[src/rtl/goal_score_tracker_if.sv]
// Per-frame geometry inputs and score/HUD outputs of goal_score_tracker.
// No handshake: every signal is a level sampled or updated once per frame_clk edge.
interface goal_score_tracker_if;
    logic [9:0] BallX;
    logic [9:0] BallY;
    logic [9:0] BallS;
    logic [9:0] GoalLX;
    logic [9:0] GoalLY;
    logic [9:0] GoalLSX;
    logic [9:0] GoalLSY;
    logic [9:0] GoalRX;
    logic [9:0] GoalRY;
    logic [9:0] GoalRSX;
    logic [9:0] GoalRSY;
    logic [3:0] ScoreL;
    logic [3:0] ScoreR;
    logic       GoalFlash;
    logic       RoundReset;
    logic       GameOver;
    logic       Winner;

    modport master (
        output BallX, BallY, BallS,
        output GoalLX, GoalLY, GoalLSX, GoalLSY,
        output GoalRX, GoalRY, GoalRSX, GoalRSY,
        input  ScoreL, ScoreR, GoalFlash, RoundReset, GameOver, Winner
    );

    modport slave (
        input  BallX, BallY, BallS,
        input  GoalLX, GoalLY, GoalLSX, GoalLSY,
        input  GoalRX, GoalRY, GoalRSX, GoalRSY,
        output ScoreL, ScoreR, GoalFlash, RoundReset, GameOver, Winner
    );
endinterface

[src/rtl/goal_score_tracker.sv]
// Goal detection with frame debounce, score keeping, celebration hold,
// round-reset pulse and sticky game-over for a two-goal ball game.
module goal_score_tracker #(
    parameter int DEBOUNCE     = 3,
    parameter int CELEB_FRAMES = 120,
    parameter int WIN_SCORE    = 5
) (
    input  logic                 frame_clk,
    input  logic                 Reset,
    input  logic                 Pause,
    goal_score_tracker_if.slave  bus,
    output logic [1:0]           dbg_state_o,
    output logic [3:0]           dbg_cnt_o
);

    typedef enum logic [1:0] {
        PLAY      = 2'd0,
        CONFIRM   = 2'd1,
        CELEBRATE = 2'd2,
        GAME_OVER = 2'd3
    } state_e;

    state_e     state_q, state_d;
    logic [3:0] cnt_q, cnt_d;
    logic [7:0] celeb_q, celeb_d;
    logic       side_q, side_d;       // 0 = ball in left goal, 1 = right goal
    logic [3:0] score_l_q, score_l_d;
    logic [3:0] score_r_q, score_r_d;
    logic       flash_q, flash_d;
    logic       rr_q, rr_d;
    logic       go_q, go_d;
    logic       win_q, win_d;

    logic [10:0] b_x, b_y, b_s;
    logic [10:0] ball_left, ball_right, ball_top, ball_bot;
    logic [10:0] gl_top, gr_top;
    logic        in_l, in_r, in_any, hit_side;
    logic        award, award_side, win_reached;

    always_comb begin
        b_x        = {1'b0, bus.BallX};
        b_y        = {1'b0, bus.BallY};
        b_s        = {1'b0, bus.BallS};
        ball_right = b_x + b_s;
        ball_bot   = b_y + b_s;
        ball_left  = (b_x >= b_s) ? (b_x - b_s) : 11'd0;
        ball_top   = (b_y >= b_s) ? (b_y - b_s) : 11'd0;
        gl_top     = {1'b0, bus.GoalLY} - {1'b0, bus.GoalLSY};
        gr_top     = {1'b0, bus.GoalRY} - {1'b0, bus.GoalRSY};
        in_l       = (ball_right < ({1'b0, bus.GoalLX} + {1'b0, bus.GoalLSX}))
                     && (ball_top >= gl_top) && (ball_bot <= {1'b0, bus.GoalLY});
        in_r       = (ball_left >= {1'b0, bus.GoalRX})
                     && (ball_top >= gr_top) && (ball_bot <= {1'b0, bus.GoalRY});
        in_any     = in_l | in_r;
        hit_side   = ~in_l;           // left goal takes precedence when both hit
    end

    assign win_reached = (score_l_q == 4'(WIN_SCORE)) || (score_r_q == 4'(WIN_SCORE));

    always_comb begin
        state_d    = state_q;
        cnt_d      = cnt_q;
        celeb_d    = celeb_q;
        side_d     = side_q;
        score_l_d  = score_l_q;
        score_r_d  = score_r_q;
        flash_d    = flash_q;
        rr_d       = 1'b0;
        go_d       = go_q;
        win_d      = win_q;
        award      = 1'b0;
        award_side = side_q;

        case (state_q)
            PLAY: begin
                if (in_any) begin
                    side_d = hit_side;
                    if (DEBOUNCE == 1) begin
                        award      = 1'b1;
                        award_side = hit_side;
                    end else begin
                        cnt_d   = 4'd1;
                        state_d = CONFIRM;
                    end
                end
            end
            CONFIRM: begin
                if (in_any && (hit_side == side_q)) begin
                    if (cnt_q == 4'(DEBOUNCE - 1)) award = 1'b1;
                    else                           cnt_d = cnt_q + 4'd1;
                end else begin
                    cnt_d   = 4'd0;
                    state_d = PLAY;
                end
            end
            CELEBRATE: begin
                if (celeb_q == 8'(CELEB_FRAMES - 1)) begin
                    flash_d = 1'b0;
                    if (win_reached) begin
                        go_d    = 1'b1;
                        win_d   = (score_r_q == 4'(WIN_SCORE));
                        state_d = GAME_OVER;
                    end else begin
                        rr_d    = 1'b1;
                        state_d = PLAY;
                    end
                end else begin
                    celeb_d = celeb_q + 8'd1;
                end
            end
            GAME_OVER: begin
                state_d = GAME_OVER;
            end
            default: state_d = PLAY;
        endcase

        // A ball in the left goal scores for the right player and vice versa.
        if (award) begin
            if (!award_side) score_r_d = (score_r_q == 4'd15) ? 4'd15 : score_r_q + 4'd1;
            else             score_l_d = (score_l_q == 4'd15) ? 4'd15 : score_l_q + 4'd1;
            cnt_d   = 4'd0;
            celeb_d = 8'd0;
            flash_d = 1'b1;
            state_d = CELEBRATE;
        end
    end

    always_ff @(posedge frame_clk) begin
        if (Reset) begin
            state_q   <= PLAY;
            cnt_q     <= 4'd0;
            celeb_q   <= 8'd0;
            side_q    <= 1'b0;
            score_l_q <= 4'd0;
            score_r_q <= 4'd0;
            flash_q   <= 1'b0;
            rr_q      <= 1'b0;
            go_q      <= 1'b0;
            win_q     <= 1'b0;
        end else if (!Pause) begin
            state_q   <= state_d;
            cnt_q     <= cnt_d;
            celeb_q   <= celeb_d;
            side_q    <= side_d;
            score_l_q <= score_l_d;
            score_r_q <= score_r_d;
            flash_q   <= flash_d;
            rr_q      <= rr_d;
            go_q      <= go_d;
            win_q     <= win_d;
        end
    end

    assign bus.ScoreL     = score_l_q;
    assign bus.ScoreR     = score_r_q;
    assign bus.GoalFlash  = flash_q;
    assign bus.RoundReset = rr_q;
    assign bus.GameOver   = go_q;
    assign bus.Winner     = win_q;
    assign dbg_state_o    = state_q;
    assign dbg_cnt_o      = cnt_q;

endmodule

[src/flat_wrapper.sv]
// flat-port wrapper written by rule: the top's interface ports become plain ports
module goal_score_tracker_flat 
#(
    parameter int DEBOUNCE     = 3,
    parameter int CELEB_FRAMES = 120,
    parameter int WIN_SCORE    = 5
)
  (frame_clk, Reset, Pause, dbg_state_o, dbg_cnt_o, bus_BallX, bus_BallY, bus_BallS, bus_GoalLX, bus_GoalLY, bus_GoalLSX, bus_GoalLSY, bus_GoalRX, bus_GoalRY, bus_GoalRSX, bus_GoalRSY, bus_ScoreL, bus_ScoreR, bus_GoalFlash, bus_RoundReset, bus_GameOver, bus_Winner);
  goal_score_tracker_if bus_i ();
  input  logic frame_clk;
  input  logic Reset;
  input  logic Pause;
  output logic [1:0] dbg_state_o;
  output logic [3:0] dbg_cnt_o;
  input wire logic [$bits(bus_i.BallX)-1:0] bus_BallX;
  input wire logic [$bits(bus_i.BallY)-1:0] bus_BallY;
  input wire logic [$bits(bus_i.BallS)-1:0] bus_BallS;
  input wire logic [$bits(bus_i.GoalLX)-1:0] bus_GoalLX;
  input wire logic [$bits(bus_i.GoalLY)-1:0] bus_GoalLY;
  input wire logic [$bits(bus_i.GoalLSX)-1:0] bus_GoalLSX;
  input wire logic [$bits(bus_i.GoalLSY)-1:0] bus_GoalLSY;
  input wire logic [$bits(bus_i.GoalRX)-1:0] bus_GoalRX;
  input wire logic [$bits(bus_i.GoalRY)-1:0] bus_GoalRY;
  input wire logic [$bits(bus_i.GoalRSX)-1:0] bus_GoalRSX;
  input wire logic [$bits(bus_i.GoalRSY)-1:0] bus_GoalRSY;
  output wire logic [$bits(bus_i.ScoreL)-1:0] bus_ScoreL;
  output wire logic [$bits(bus_i.ScoreR)-1:0] bus_ScoreR;
  output wire logic [$bits(bus_i.GoalFlash)-1:0] bus_GoalFlash;
  output wire logic [$bits(bus_i.RoundReset)-1:0] bus_RoundReset;
  output wire logic [$bits(bus_i.GameOver)-1:0] bus_GameOver;
  output wire logic [$bits(bus_i.Winner)-1:0] bus_Winner;
  assign bus_i.BallX = bus_BallX;
  assign bus_i.BallY = bus_BallY;
  assign bus_i.BallS = bus_BallS;
  assign bus_i.GoalLX = bus_GoalLX;
  assign bus_i.GoalLY = bus_GoalLY;
  assign bus_i.GoalLSX = bus_GoalLSX;
  assign bus_i.GoalLSY = bus_GoalLSY;
  assign bus_i.GoalRX = bus_GoalRX;
  assign bus_i.GoalRY = bus_GoalRY;
  assign bus_i.GoalRSX = bus_GoalRSX;
  assign bus_i.GoalRSY = bus_GoalRSY;
  assign bus_ScoreL = bus_i.ScoreL;
  assign bus_ScoreR = bus_i.ScoreR;
  assign bus_GoalFlash = bus_i.GoalFlash;
  assign bus_RoundReset = bus_i.RoundReset;
  assign bus_GameOver = bus_i.GameOver;
  assign bus_Winner = bus_i.Winner;
  goal_score_tracker #(.DEBOUNCE(DEBOUNCE), .CELEB_FRAMES(CELEB_FRAMES), .WIN_SCORE(WIN_SCORE)) u_core (.frame_clk(frame_clk), .Reset(Reset), .Pause(Pause), .bus(bus_i), .dbg_state_o(dbg_state_o), .dbg_cnt_o(dbg_cnt_o));
endmodule
[config.mk]
export PLATFORM = sky130hd
export DESIGN_NAME = goal_score_tracker_flat
export DESIGN_NICKNAME = d
export VERILOG_FILES = /design/src/rtl/goal_score_tracker_if.sv /design/src/rtl/goal_score_tracker.sv /design/src/flat_wrapper.sv
export SDC_FILE = /design/constraint.sdc
export NUM_CORES = 1
export LEC_CHECK = 0
export ABC_AREA = 1
export ABC_CLOCK_PERIOD_IN_PS = 4900
export CORE_ASPECT_RATIO = 2
export CORE_MARGIN = 2
export CORE_UTILIZATION = 45
export CTS_CLUSTER_DIAMETER = 150
export DETAILED_ROUTE_END_ITERATION = 12
export GPL_ROUTABILITY_DRIVEN = 0
export PLACE_DENSITY = 0.82
export RECOVER_POWER = 50
export SLEW_MARGIN = 20
export SYNTH_ARGS = -nofsm -noshare
export SYNTH_HDL_FRONTEND = slang
export SYNTH_SLANG_ARGS = --single-unit
[constraint.sdc]
create_clock -name frame_clk -period 4.9 [get_ports frame_clk]
set_clock_uncertainty 0.1 [all_clocks]
set_input_delay 0.98 -clock frame_clk [delete_from_list [all_inputs] [get_ports frame_clk]]
set_output_delay 0.98 -clock frame_clk [all_outputs]
set_load 0.005 [all_outputs]
==> impl_metrics.toml <==
[sta]
final-max-slew-violation-count = 0
clock.fmax_mhz = 212
final.period_utilization_pct = 96.1
timing.final.crit_period_ns = 4.71
relSlewSlack_pct = 59.7
max_slew.worst_pin.slew_ns = 0.600
final_hold_viol_count = 0
setup_viol = 0
holdWs_ns = 0.375
rsz_0062_raised_after_global_routing = "yes"

[floorplan]
io_pins = 131
die_area_sq_um = 14800
std_cell_rows = 60
floorplan.initialDensity_pct = 46.1
coreArea_sq_um = 13400
die_x_um = 87.0
die_h_um = 170

[drt]
vias = 7021
post_drt_wl_per_cell_um = 13.7
detail_route.drc_violations = 0
remaining_antenna_violation_count = 0
initialDrtViolationCount = 264
drtPass1Iterations = 5
wirelength_mm = 18.4
post_drt_via_cell_ratio = 5.23

[clock_tree]
cts.sink_count = 27
tritoncts.num_buffers = 3
clkTransAtPathRegs_ns = 0.07
cts_tree = "yes"
max-clock-path-buffers = 2
clock_insertion_delay_worst_skew_ns = 0.27
clockRootBuffer = "sky130_fd_sc_hd__clkbuf_16"
htree_levels = 1

[global_route]
groute.layer.met3.usage_pct = 1.45
gr-usage-all-layers_pct = 23.3
maximum_number_of_pins_on_one_net_before_global_route_repair = 17
grt_pass1_vias = 6764
gr-max-usage-layer = "met2"
met1_usage_pct = 21.6
global_route.overflow_total = 0
met2_usage_pct = 47.9
global_route_wire_length_before_repair_mm = 28.3
grt_antenna_before_repair = 1

[power]
vdd_ir_drop_max_mv = 0.271
power.static_leakage_nw = 4.74
power_density_nw_per_um2 = 186

[worst_setup_path]
crit_path_end_kind = "flop"
worst_reg2reg_path_depth = 10
peak_fanout_along_the_critical_path = 9
worst-setup-path-type = "primary input to flop"
cp-start-kind = "primary input"
crit_path_start = "bus_BallX[3]"
worst_endpoint_data_arrival_time_ns = 4.80
rr_endpoint = "u_core.celeb_q[6]"
required_time_worst_endpoint_ns = 4.99
reg2reg_setup_slack_ns = 2.58
critical_path.reg2reg.startpoint = "u_core.celeb_q[0]"

[synthesis]
synth_nets = 1227
post_synth_main_area_contributors = "sky130_fd_sc_hd__ha_1 (28%), sky130_fd_sc_hd__nand2_1 (13%), sky130_fd_sc_hd__inv_1 (12%)"
count_of_flip_flops_with_a_built_in_enable_after_synthesis = 0
synth.largest_area_cell = "sky130_fd_sc_hd__ha_1"
yosys.area.top_type_share_pct = 27.7
synth-seq-area-share_pct = 8.73
avgSynthCellArea_sq_um = 6.39
syn-instance-count = 970
synthesis.area_sq_um = 6190
predominant_post_synthesis_flop_cell = "sky130_fd_sc_hd__dfxtp_1"
register_bit_count_reported_by_yosys = 27
yosysWarningCount = 0
synth_async_sr_flop_share_pct = 0
yosys.cell_types.count = 44

[min_path]
holdCritStartpoint = "u_core.bus.GameOver"
worstHoldPathCells = 1
hold_path_class = "flop to flop"
worstHoldEndpoint = "u_core.bus.GameOver"

[layout]
layout-area-overhead-vs-synth_pct = 42.7
fin_cells = 1343
post-route-util_pct = 65.8
design.final.nets = 1445
post_route_cells_drive_above_1_share_pct = 18.2

[flow_run]
maxCapViolations = 0

[place]
dpl.cell_count = 1334
dpl.hpwl_mm = 15.0
port-buffer-count = 120

[outcome]
status = "finished clean"
## timing repair
| action | in CTS | in global routing |
|---|---|---|
| buffers inserted | 1 | 3 |
| hold endpoints to repair | 0 | 0 |
| pin swaps | 1 | 35 |
| endpoints found under the setup margin | 16 | 24 |
| hold buffers | 0 | 0 |
| resized for setup | 8 | 104 |
| cloned | 0 | 0 |
## through the flow
step / power, W / cell area (sq um) / setup WS [ns] / TNS [ns]
after CTS: 0.00155 / 8390 / -0.0181 / -0.0181
after detailed placement: 0.00134 / 8280 / -0.337 / -6.42
after floorplan: 0.000920 / 6190 / 0.640 / 0
after global placement: 0.00130 / 8280 / -0.257 / -4.48
final: 0.00164 / 8840 / 0.191 / 0
after global routing: 0.00179 / 8840 / -0.0529 / -0.194
## logic make-up (layout without fill, tap and decap cells)
| kind of cell | after synthesis | after routing | synth area share, % |
|---|---|---|---|
| adders and majority gates | 144 | 144 | 29.9 |
| xor gates and xnor gates | 51 | 51 | 7.21 |
| DFF | 27 | 27 | 8.73 |
| and+or+nand+nor | 376 | 376 | 26.6 |
| buffers and inverters | 220 | 437 | 13.7 |
| AOI/OAI and AO/OA | 152 | 152 | 13.8 |
| other | 0 | 1 | 0 |
## layout by cell type (no fill, tap or decap), types with 3 or more instances in the layout
cell	n
sky130_fd_sc_hd__ha_1	121
sky130_fd_sc_hd__nand2_1	203
sky130_fd_sc_hd__nand3_1	37
sky130_fd_sc_hd__nor2_2	9
sky130_fd_sc_hd__fa_2	3
sky130_fd_sc_hd__nand2_4	5
sky130_fd_sc_hd__inv_1	193
sky130_fd_sc_hd__ha_4	12
sky130_fd_sc_hd__clkinv_1	3
sky130_fd_sc_hd__o21a_1	3
sky130_fd_sc_hd__xor2_1	42
sky130_fd_sc_hd__nand4_1	14
sky130_fd_sc_hd__nor3_1	5
sky130_fd_sc_hd__buf_4	105
sky130_fd_sc_hd__or2_2	5
sky130_fd_sc_hd__a21o_1	4
sky130_fd_sc_hd__clkdlybuf4s50_1	106
sky130_fd_sc_hd__nor2_4	3
sky130_fd_sc_hd__nand3_2	7
sky130_fd_sc_hd__nand3_4	3
sky130_fd_sc_hd__clkbuf_16	3
sky130_fd_sc_hd__inv_2	11
sky130_fd_sc_hd__dfxtp_1	27
sky130_fd_sc_hd__o21ai_1	9
sky130_fd_sc_hd__nor2_1	61
sky130_fd_sc_hd__ha_2	4
sky130_fd_sc_hd__nand2_2	16
sky130_fd_sc_hd__fa_1	4
sky130_fd_sc_hd__dlymetal6s2s_1	14
sky130_fd_sc_hd__a21oi_1	78
sky130_fd_sc_hd__a21oi_2	10
sky130_fd_sc_hd__o21ai_2	5
sky130_fd_sc_hd__o21bai_1	11
sky130_fd_sc_hd__xnor2_1	7
sky130_fd_sc_hd__o21ai_0	11
sky130_fd_sc_hd__a31oi_1	6
## layout make-up
cell class	instances	area, sq um
multi-input cells	723	5210
fillers	1096	4600
repair buffers	225	2020
inverters	208	785
flip-flops and latches	27	541
well taps	155	194
clock buffers	3	75.1
clock inverters	1	7.51
diodes	1	2.50
## cells in the mapped netlist, drive strengths merged (4+ instances only)
cell type  count
nand2        224
inv          204
ha           137
a21oi         89
nor2          73
nand3         47
xor2          44
dfxtp         27
o21ai         25
nand4         14
o21bai        12
buf            9
a31oi          7
fa             7
xnor2          7
nor3           6
or2            6
a21o           4
clkinv         4
o31ai          4
## where the power goes
part | internal [W] | switching [W]
Clock | 0.000111 | 0.0000826
Sequential | 0.000235 | 0.0000240
Combinational | 0.000551 | 0.000637
Total | 0.000897 | 0.000743
## worst max-delay path, stage by stage
cell and delay (ns):
sky130_fd_sc_hd__clkdlybuf4s50_1 0.49, sky130_fd_sc_hd__ha_4 0.33, sky130_fd_sc_hd__buf_4 0.14, sky130_fd_sc_hd__nand2_1 0.06
sky130_fd_sc_hd__nor2_1 0.15, sky130_fd_sc_hd__nand3b_1 0.10, sky130_fd_sc_hd__nand4_1 0.15, sky130_fd_sc_hd__clkinv_1 0.12
sky130_fd_sc_hd__buf_4 0.18, sky130_fd_sc_hd__a21oi_2 0.14, sky130_fd_sc_hd__ha_1 0.26, sky130_fd_sc_hd__a21oi_1 0.19
sky130_fd_sc_hd__nand2_1 0.09, sky130_fd_sc_hd__nand2_1 0.07, sky130_fd_sc_hd__nand2_1 0.05, sky130_fd_sc_hd__nand2_1 0.05
sky130_fd_sc_hd__nand3_1 0.08, sky130_fd_sc_hd__nand2_1 0.07, sky130_fd_sc_hd__nand4_1 0.20, sky130_fd_sc_hd__nand3_2 0.16
sky130_fd_sc_hd__nand2_2 0.09, sky130_fd_sc_hd__inv_1 0.10, sky130_fd_sc_hd__nand2_1 0.08, sky130_fd_sc_hd__nand2_1 0.11
sky130_fd_sc_hd__nor2_2 0.06, sky130_fd_sc_hd__nand2_1 0.10, sky130_fd_sc_hd__nand2_1 0.06, sky130_fd_sc_hd__a21oi_1 0.13
## layer usage
metal,vias up,routed length [um]
met4,0,1000
met5,-,0
met3,80,657
met2,224,10600
met1,3188,6190
li1,3529,-
## worst max path at each step
| stage | to | slack [ns] |
|---|---|---|
| 5_1_grt | u_core.bus.ScoreL[2] | -0.05 |
| 3_5_place_dp | u_core.dbg_cnt_o[0] | -0.34 |
| 6_report | u_core.dbg_state_o[0] | 0.19 |
| 4_1_cts | u_core.dbg_cnt_o[0] | -0.02 |
| 2_1_floorplan | u_core.bus.ScoreL[0] | 0.64 |
| 3_3_place_gp | u_core.bus.ScoreR[0] | -0.26 |
## flip-flops by register name (all words and copies together) (netlist names)
| signal | cells |
|---|---|
| u_core.award_side | 1 |
| u_core.bus.GameOver | 1 |
| u_core.bus.GoalFlash | 1 |
| u_core.bus.RoundReset | 1 |
| u_core.bus.ScoreL | 4 |
| u_core.bus.ScoreR | 4 |
| u_core.bus.Winner | 1 |
| u_core.celeb_q | 8 |
| u_core.dbg_cnt_o | 4 |
| u_core.dbg_state_o | 2 |
(Power assumes the default switching activity.)
